## src/rtl/ex_iter_alu_pkg.sv

```systemverilog
// rtl/ex_iter_alu_pkg.sv - op codes and FSM states shared by the iterative execute unit.
package lc3b_types;

   typedef enum logic [3:0] {
      ADD   = 4'd0,
      AND   = 4'd1,
      NOT   = 4'd2,
      LSHF  = 4'd3,
      RSHFL = 4'd4,
      RSHFA = 4'd5,
      PASSA = 4'd6,
      PASSB = 4'd7,
      MUL   = 4'd8,
      DIVU  = 4'd9,
      REMU  = 4'd10
   } ex_op_t;

   typedef enum logic [1:0] {
      IDLE = 2'd0,
      BUSY = 2'd1,
      DONE = 2'd2
   } ex_iter_state_t;

endpackage

```

## src/rtl/iter_shift_core.sv

```systemverilog
// rtl/iter_shift_core.sv - shared shift-add multiply / restoring divide datapath.
// The divide step is only built when EX_ITER_DIV_EN is defined.
module iter_shift_core #(
   parameter int WIDTH = 16
) (
   input  logic             clk,
   input  logic             rst_n,
   input  logic             clr,
   input  logic             load,
   input  logic             step,
`ifdef EX_ITER_DIV_EN
   input  logic             div_mode,
   input  logic             sel_quot,
`endif
   input  logic [WIDTH-1:0] a_in,
   input  logic [WIDTH-1:0] b_in,
   output logic [WIDTH-1:0] res_nx
);

   // acc: product / partial remainder; aux: multiplicand / dividend->quotient; opnd: multiplier / divisor
   logic [WIDTH-1:0] acc_q, acc_d, acc_stp;
   logic [WIDTH-1:0] aux_q, aux_d, aux_stp;
   logic [WIDTH-1:0] opnd_q, opnd_d, opnd_stp;
`ifdef EX_ITER_DIV_EN
   logic [WIDTH:0]   trial;
`endif

   always_comb begin
      acc_stp  = acc_q + (opnd_q[0] ? aux_q : '0);
      aux_stp  = aux_q << 1;
      opnd_stp = opnd_q >> 1;
      res_nx   = acc_stp;
`ifdef EX_ITER_DIV_EN
      // The trial MSB is a borrow: partial remainder stays below the divisor.
      trial = {acc_q, aux_q[WIDTH-1]} - {1'b0, opnd_q};
      if (div_mode) begin
         opnd_stp = opnd_q;
         if (!trial[WIDTH]) begin
            acc_stp = trial[WIDTH-1:0];
            aux_stp = {aux_q[WIDTH-2:0], 1'b1};
         end else begin
            acc_stp = {acc_q[WIDTH-2:0], aux_q[WIDTH-1]};
            aux_stp = {aux_q[WIDTH-2:0], 1'b0};
         end
         res_nx = sel_quot ? aux_stp : acc_stp;
      end
`endif
   end

   always_comb begin
      acc_d  = acc_q;
      aux_d  = aux_q;
      opnd_d = opnd_q;
      if (clr) begin
         acc_d  = '0;
         aux_d  = '0;
         opnd_d = '0;
      end else if (load) begin
         acc_d  = '0;
         aux_d  = a_in;
         opnd_d = b_in;
      end else if (step) begin
         acc_d  = acc_stp;
         aux_d  = aux_stp;
         opnd_d = opnd_stp;
      end
   end

   always_ff @(posedge clk or negedge rst_n) begin
      if (!rst_n) begin
         acc_q  <= '0;
         aux_q  <= '0;
         opnd_q <= '0;
      end else begin
         acc_q  <= acc_d;
         aux_q  <= aux_d;
         opnd_q <= opnd_d;
      end
   end

endmodule

```

## src/rtl/ex_iter_alu.sv

```systemverilog
// rtl/ex_iter_alu.sv - multi-cycle EX stage: 1-cycle ALU ops, iterative MUL and DIVU/REMU.
// DIVU/REMU are iterative only with EX_ITER_DIV_EN; otherwise they flag div_zero after 1 cycle.
module ex_iter_alu
   import lc3b_types::*;
#(
   parameter int WIDTH = 16
) (
   input  logic             clk,
   input  logic             reset_n,
   input  logic             flush,
   input  logic             in_valid,
   output logic             in_ready,
   input  logic [3:0]       op,
   input  logic [WIDTH-1:0] a,
   input  logic [WIDTH-1:0] b,
   output logic             out_valid,
   input  logic             out_ready,
   output logic [WIDTH-1:0] result,
   output logic             div_zero
);

   localparam int CNT_W = $clog2(WIDTH + 1);
   localparam int SH_W  = $clog2(WIDTH);

   ex_iter_state_t   state_q, state_d;
   logic [CNT_W-1:0] counter_q, counter_d;
   logic [WIDTH-1:0] result_q, result_d;
   logic             div_zero_q, div_zero_d;
`ifdef EX_ITER_DIV_EN
   logic             div_mode_q, div_mode_d;
   logic             quot_q, quot_d;
`endif

   ex_op_t           op_e;
   logic [SH_W-1:0]  sh;
   logic             accept;
   logic             core_clr, core_load, core_step;
   logic [WIDTH-1:0] core_res;

   assign op_e      = ex_op_t'(op);
   assign sh        = b[SH_W-1:0];
   assign in_ready  = !flush && ((state_q == IDLE) || ((state_q == DONE) && out_ready));
   assign accept    = in_valid && in_ready;
   assign out_valid = (state_q == DONE);
   assign result    = result_q;
   assign div_zero  = div_zero_q;

   always_comb begin
      state_d    = state_q;
      counter_d  = counter_q;
      result_d   = result_q;
      div_zero_d = div_zero_q;
      core_clr   = 1'b0;
      core_load  = 1'b0;
      core_step  = 1'b0;
`ifdef EX_ITER_DIV_EN
      div_mode_d = div_mode_q;
      quot_d     = quot_q;
`endif
      if (flush) begin
         state_d    = IDLE;
         counter_d  = '0;
         result_d   = '0;
         div_zero_d = 1'b0;
         core_clr   = 1'b1;
      end else begin
         case (state_q)
            IDLE, DONE: begin
               if ((state_q == DONE) && out_ready) state_d = IDLE;
               if (accept) begin
                  state_d    = DONE;
                  div_zero_d = 1'b0;
                  case (op_e)
                     ADD:   result_d = a + b;
                     AND:   result_d = a & b;
                     NOT:   result_d = ~a;
                     LSHF:  result_d = a << sh;
                     RSHFL: result_d = a >> sh;
                     RSHFA: result_d = $signed(a) >>> sh;
                     PASSA: result_d = a;
                     PASSB: result_d = b;
                     MUL: begin
                        state_d   = BUSY;
                        counter_d = CNT_W'(WIDTH);
                        core_load = 1'b1;
`ifdef EX_ITER_DIV_EN
                        div_mode_d = 1'b0;
`endif
                     end
                     DIVU, REMU: begin
`ifdef EX_ITER_DIV_EN
                        if (b == '0) begin
                           result_d   = (op_e == DIVU) ? '1 : a;
                           div_zero_d = 1'b1;
                        end else begin
                           state_d    = BUSY;
                           counter_d  = CNT_W'(WIDTH);
                           core_load  = 1'b1;
                           div_mode_d = 1'b1;
                           quot_d     = (op_e == DIVU);
                        end
`else
                        result_d   = '0;
                        div_zero_d = 1'b1;
`endif
                     end
                     default: result_d = '0;
                  endcase
               end
            end
            BUSY: begin
               core_step = 1'b1;
               counter_d = counter_q - CNT_W'(1);
               // The last step's combinational output is the final answer.
               if (counter_q == CNT_W'(1)) begin
                  state_d    = DONE;
                  result_d   = core_res;
                  div_zero_d = 1'b0;
               end
            end
            default: state_d = IDLE;
         endcase
      end
   end

   always_ff @(posedge clk or negedge reset_n) begin
      if (!reset_n) begin
         state_q    <= IDLE;
         counter_q  <= '0;
         result_q   <= '0;
         div_zero_q <= 1'b0;
`ifdef EX_ITER_DIV_EN
         div_mode_q <= 1'b0;
         quot_q     <= 1'b0;
`endif
      end else begin
         state_q    <= state_d;
         counter_q  <= counter_d;
         result_q   <= result_d;
         div_zero_q <= div_zero_d;
`ifdef EX_ITER_DIV_EN
         div_mode_q <= div_mode_d;
         quot_q     <= quot_d;
`endif
      end
   end

   iter_shift_core #(
      .WIDTH(WIDTH)
   ) u_core (
      .clk      (clk),
      .rst_n    (reset_n),
      .clr      (core_clr),
      .load     (core_load),
      .step     (core_step),
`ifdef EX_ITER_DIV_EN
      .div_mode (div_mode_d),
      .sel_quot (quot_q),
`endif
      .a_in     (a),
      .b_in     (b),
      .res_nx   (core_res)
   );

endmodule

```

## config.mk

```make
export PLATFORM = sky130hd
export DESIGN_NAME = ex_iter_alu
export DESIGN_NICKNAME = d
export VERILOG_FILES = /design/src/rtl/ex_iter_alu_pkg.sv /design/src/rtl/iter_shift_core.sv /design/src/rtl/ex_iter_alu.sv
export SDC_FILE = /design/constraint.sdc
export NUM_CORES = 1
export LEC_CHECK = 0
export ABC_CLOCK_PERIOD_IN_PS = 5700
export CORE_MARGIN = 5
export CORE_UTILIZATION = 46
export CTS_CLUSTER_SIZE = 30
export DETAILED_ROUTE_END_ITERATION = 10
export HOLD_SLACK_MARGIN = 0.1
export PLACE_DENSITY = 0.62
export SLEW_MARGIN = 0
export SYNTH_ARGS = -nofsm -noshare
export SYNTH_HDL_FRONTEND = slang
export SYNTH_SLANG_ARGS = --single-unit
```

## constraint.sdc

```tcl
create_clock -name clk -period 5.7 [get_ports clk]
set_input_delay 1.14 -clock clk [delete_from_list [all_inputs] [get_ports clk]]
set_output_delay 1.14 -clock clk [all_outputs]
set_load 0.02 [all_outputs]
```

### After elaboration in Yosys (flattened, before gate mapping)

Cells that the tools add are included.

* register bits: 72
* bits of input ports: 41
* output and inout bits: 19

* add/sub/neg operators: 3
* equal/unequal tests: 18
* shift operators: 3
* multiplexer cells: 37
* bitwise operators: 2
* reductions and logical operators: 15

Operators with widths (number)
* $mux 16: 13
* $pmux 16 s9: 1
* $add 16x16->16: 2
* $pmux 16 s2: 1
* $and 16x16->16: 1
* $eq 4x3->1 const B: 4
* $not 16->16: 1
* $shl 16x4->16: 1
* $shr 16x4->16: 1
* $sshr 16x4->16: 1
* $mux 5: 3
* $eq 4x4->1 const B: 3
* $mux 1: 11
* $mux 2: 5
* $pmux 5 s2: 1
* $ne 3x3->1 const B: 3
* $eq 4x2->1 const B: 2
* $reduce_and 3->1: 2
* $reduce_bool 3->1: 2
* $eq 5x1->1 const B: 1
* $sub 5x1->5 const B: 1
* $eq 4x1->1 const B: 1
* $logic_not 4->1: 1
* $ne 4x4->1 const B: 1
* 12 further kinds: 15

### Depth between registers and ports, before layout

* depth in word-level cells: 10
* depth in mapped cells: 10
* gate-level depth less buffers: 10

### By module

A second synthesis with hierarchy kept.

* cell total of the unflattened synthesis: 871
* area total of the unflattened synthesis: 7359.6 um^2

By module, submodules not included
* ex_iter_alu: times used 1, cells each 511, area each 4242.8 um^2, sequential area each 600.6 um^2
* iter_shift_core: times used 1, cells each 360, area each 3116.7 um^2, sequential area each 1201.2 um^2

### Worst setup path after synthesis

OpenSTA, ideal clock, no wires.

* path kind: input to register
* start: input port a[0]
* end: register result_q[12], in the netlist result[12]
* setup time: 0.111 ns
* arrival: 3.236 ns
* data required time: 5.589 ns
* slack: 2.352 ns
* cell stages on the path: 9
* buffers on the path: 0
* cell sequence: ha_1 > fa_1 > a211o_1 > a21oi_2 > a21oi_1 > a311oi_1 > xnor2_1 > a211oi_2 > a2111oi_2

* word-level cells in the longest chain between the ends: 5

RTL lines
* from (decl): RTL line ex_iter_alu.sv:14 `input logic [WIDTH-1:0] a,`
* $add 16x16->16, or another cell as far along: RTL line ex_iter_alu.sv:74 `ADD: result_d = a + b;`
* $pmux 16 s9 *: RTL line ex_iter_alu.sv:73 `case (op_e)`
* $mux 16 *: RTL line ex_iter_alu.sv:70 `if (accept) begin`
* $pmux 16 s2 *: RTL line ex_iter_alu.sv:67 `case (state_q)`
* $mux 16 *: RTL line ex_iter_alu.sv:60 `if (flush) begin`
* to (signal assigned): RTL line ex_iter_alu.sv:139 `result_q <= result_d;`
* to (decl): RTL line ex_iter_alu.sv:27 `logic [WIDTH-1:0] result_q, result_d;`

Mark *: on every way between the ends. The rest lies on a longest branch, timed or not. The select of a mux whose other input is x is not followed.
A chain may end at the register's enable or synchronous reset.

### Worst setup path after layout

Ends and elaborated chain as after synthesis.

==> out/qor.json <==
{
  "setup_viol_count_final": 0,
  "cellPowerDensity_nw_per_um2": 190,
  "fin_worst_skew_ns": 0.00438,
  "net_count_after_synthesis": 891,
  "floorplan.core_area_um2": 14500,
  "overflow": 0,
  "final_critical_path_share_of_the_clock_period_pct": 70.4,
  "placedInstanceArea_um2": 7500,
  "dr.first_iter.drc_count": 668,
  "static-leakage-power_nw": 3.19,
  "ioPinCount": 60,
  "setup_slack_of_the_worst_register_to_register_path_ns": 2.58,
  "cp.buffers_inverters": 1,
  "number_of_enable_flip_flop_cells_after_synthesis": 0,
  "cell_with_the_most_instances_after_synthesis": "nand2_1",
  "flow.area_growth_from_synthesis_pct": 14.6,
  "syn_inst": 814,
  "synthDominantAreaCellType": "dfrtp_1",
  "vdd_drop_max_mv": 0.127,
  "grt_pass1_wl_um": 38900,
  "hold-path-cell-count": 2,
  "path_depth": 10,
  "critical_path.max_stage_delay_ns": 0.61,
  "drt-pass1-iter-count": 5,
  "clk_path_buf_depth": 2,
  "timing.setup.critical_path_class": "in2reg",
  "floorplan.die.width_um": 132,
  "slew_violations": 0,
  "synth_area_um2": 6800,
  "floorplan.die.height_um": 132,
  "worst_setup_path_endpoint": "result[12]$_DFFE_PN0P_",
  "cts_hold_buf": 0,
  "synth_top_flop_cell": "dfrtp_1",
  "initial_antenna_violation_count": 0,
  "async_flop_share_pct": 100,
  "std_cell_rows": 44,
  "timing.fmax_mhz": 249,
  "worst_slew_slack_as_a_fraction_of_its_limit_pct": 33.8,
  "post_synth.cell_area_avg_um2": 8.35,
  "status": "finished, final reports clean",
  "yosysSeqAreaShare_pct": 26.5,
  "r2r_end": "result[14]$_DFFE_PN0P_",
  "final.min_clock_period_ns": 4.01,
  "tritoncts_clock_tree": "built",
  "port-buffer-count": 59,
  "design.final.nets": 925,
  "antenna_violating_nets_post_route": 0,
  "cts_repair_resize_count": 0,
  "cts-buffers-inserted": 9,
  "critical_path.startpoint_type": "input pin",
  "critPathTopFamily": "compound AO/OA/AOI/OAI gates",
  "cts.clk_slew.worst_paths_ns": 0.06,
  "type_of_the_most_critical_hold_path": "reg2reg",
  "vias": 6857,
  "layout.filler_cells": 1388,
  "cts.repair_timing.setup_buffer_count": 0,
  "final_layout_size_suffix_gt1_share_pct": 9.38,
  "reg2reg_depth": 10,
  "synth.top_cell.area_share_pct": 26.5,
  "post-route-util_pct": 53.6,
  "detail_route.wl_per_cell_um": 23.9,
  "globalplace.congestion": 1.02,
  "critical_path_arrival_ns": 4.24,
  "startpoint_of_the_most_critical_register_to_register_path": "u_core.opnd_q[0]$_DFFE_PN0P_",
  "critPathRequiredTime_ns": 5.93,
  "tightestPinTransition_ns": 0.989,
  "maxCapViolations": 0,
  "synth_top_cells_by_area": "dfrtp_1 26%, ha_1 6.3%, o21ai_0 5.7%",
  "p_total_mw": 1.48,
  "sink_count": 72,
  "hold_viol_final": 0,
  "hold_ws_ns": 0.474,
  "finalInstanceArea_um2": 7790,
  "timing.critical_path.slowest_stage_cell": "clkdlybuf4s50_1",
  "post-route-drc-count": 0,
  "via_count_of_the_first_global_routing_pass": 6531,
  "crit_end_category": "register",
  "timing.setup.tns_ns": 0,
  "gr-usage-all-layers_pct": 28.2,
  "synth_top_cells_by_count": "96 x nand2_1, 78 x o21ai_0, 72 x dfrtp_1",
  "synth_warnings": 0,
  "timing.critical_path.fanout_max": 7,
  "synth.ff_latch_count": 72,
  "largest_net_degree_at_the_start_of_global_routing": 73,
  "cp_cell_sequence": "clkdlybuf4s50_1 -> ha_1 -> fa_1 -> a211o_1 -> a21oi_2 -> a21oi_1 -> a311oi_1 -> xnor2_1 -> a211oi_2 -> a2111oi_2",
  "yosys.cell_types.count": 76,
  "grt_setup_unrepaired": "false",
  "worstSetupStartpoint": "a[0]",
  "clock-root-buffer": "clkbuf_16",
  "htree_levels": 3,
  "dp.final_hpwl_um": 18300,
  "floorplan.initialDensity_pct": 46.8,
  "total_wire_length_um": 24800,
  "clk-insertion-delay-late_ns": 0.34,
  "design.die.area_um2": 17300,
  "diodes": 0,
  "routed_via_density": 6.61
}
==> metal layers <==
layer | part of all wire [%] | GRT usage, %
met1 | 43 | 39.0
met2 | 47 | 45.6
met3 | 7.0 | 4.28
met4 | 2.6 | 8.63
met5 | 0 | 0
==> area by class of cell <==
type	count	area (µm²)	area share, %
repair buffers	79	728	9.35
clock buffers	10	239	3.07
inverters	11	41.3	0.530
flip-flops and latches	72	1800	23.1
clock inverters	6	50.0	0.642
multi-input cells	675	4700	60.3
well taps	184	230	2.95
==> how the worst min path moves through the flow <==
stage | to | slack, ns | startpoint
2_1_floorplan | u_core.acc_q[12]$_DFFE_PN0P_ | 0.46 | u_core.acc_q[12]$_DFFE_PN0P_
3_3_place_gp | result[2]$_DFFE_PN0P_ | 0.47 | result[2]$_DFFE_PN0P_
3_5_place_dp | result[2]$_DFFE_PN0P_ | 0.46 | result[2]$_DFFE_PN0P_
4_1_cts | result[2]$_DFFE_PN0P_ | 0.48 | result[2]$_DFFE_PN0P_
5_1_grt | result[2]$_DFFE_PN0P_ | 0.50 | result[2]$_DFFE_PN0P_
6_report | result[2]$_DFFE_PN0P_ | 0.47 | result[2]$_DFFE_PN0P_
==> state kept, by name, indices dropped and copies added (netlist names) <==
signal	flops
counter_q	5
u_core.aux_q	16
result	16
u_core.opnd_q	16
div_zero	1
state_q	2
u_core.acc_q	16
==> worst register-to-register path: cells and delay by family, from the launching register on <==
family | cells | cell delay, ns
AO/OA/AOI/OAI | 5 | 1.22
adder cells (fa/ha/maj) | 2 | 0.68
flip-flops | 1 | 0.56
AND/OR/NAND/NOR | 2 | 0.44
multiplexers | 1 | 0.16
==> placed cells by master, fill, tap and decap left out, types with 4 or more instances in the layout <==
cell,instances
nand3_1,16
nor2b_1,8
mux2i_1,20
a22oi_1,45
ha_1,34
a31oi_1,9
o21bai_1,6
o221ai_1,5
and3_1,7
o211ai_1,12
nand2_1,96
a32oi_1,4
o22ai_1,5
nor3_1,12
a22o_1,17
a21oi_1,59
mux2_2,6
nor2_1,56
xnor2_1,31
xor2_1,13
nand2b_1,10
a221oi_1,5
a211oi_1,12
o21ai_0,78
dfrtp_1,72
and2_1,19
mux4_2,12
buf_4,21
inv_1,11
clkbuf_16,9
nand4_1,5
a21o_1,9
clkdlybuf4s50_1,56
==> where the power goes <==
| group | leakage, nW | internal, mW | switching, mW |
|---|---|---|---|
| combinational | 2.05 | 0.156 | 0.245 |
| sequential | 1.00 | 0.521 | 0.00910 |
| clock | 0.136 | 0.312 | 0.239 |
==> cells by family (layout without fill, tap and decap cells) <==
kind of cell             count (synthesis)  after routing  synth area share, %
AO/OA/AOI/OAI                          305            305                 30.7
XOR/XNOR                                44             44                 5.67
adder cells (fa/ha/maj)                 36             36                 6.84
buffers and inverters                   67            106                 4.65
flip-flops                              72             72                 26.5
multiplexers                            40             40                 8.30
AND/OR/NAND/NOR                        250            250                 17.4
==> through the flow <==
step,worst slack (ns),instances
global placement,1.41,1021
global route,1.47,1037
finish,1.69,1037
CTS,1.70,1037
detailed placement,1.36,1021
floorplan,2.35,814
(Power assumes the default switching activity.)
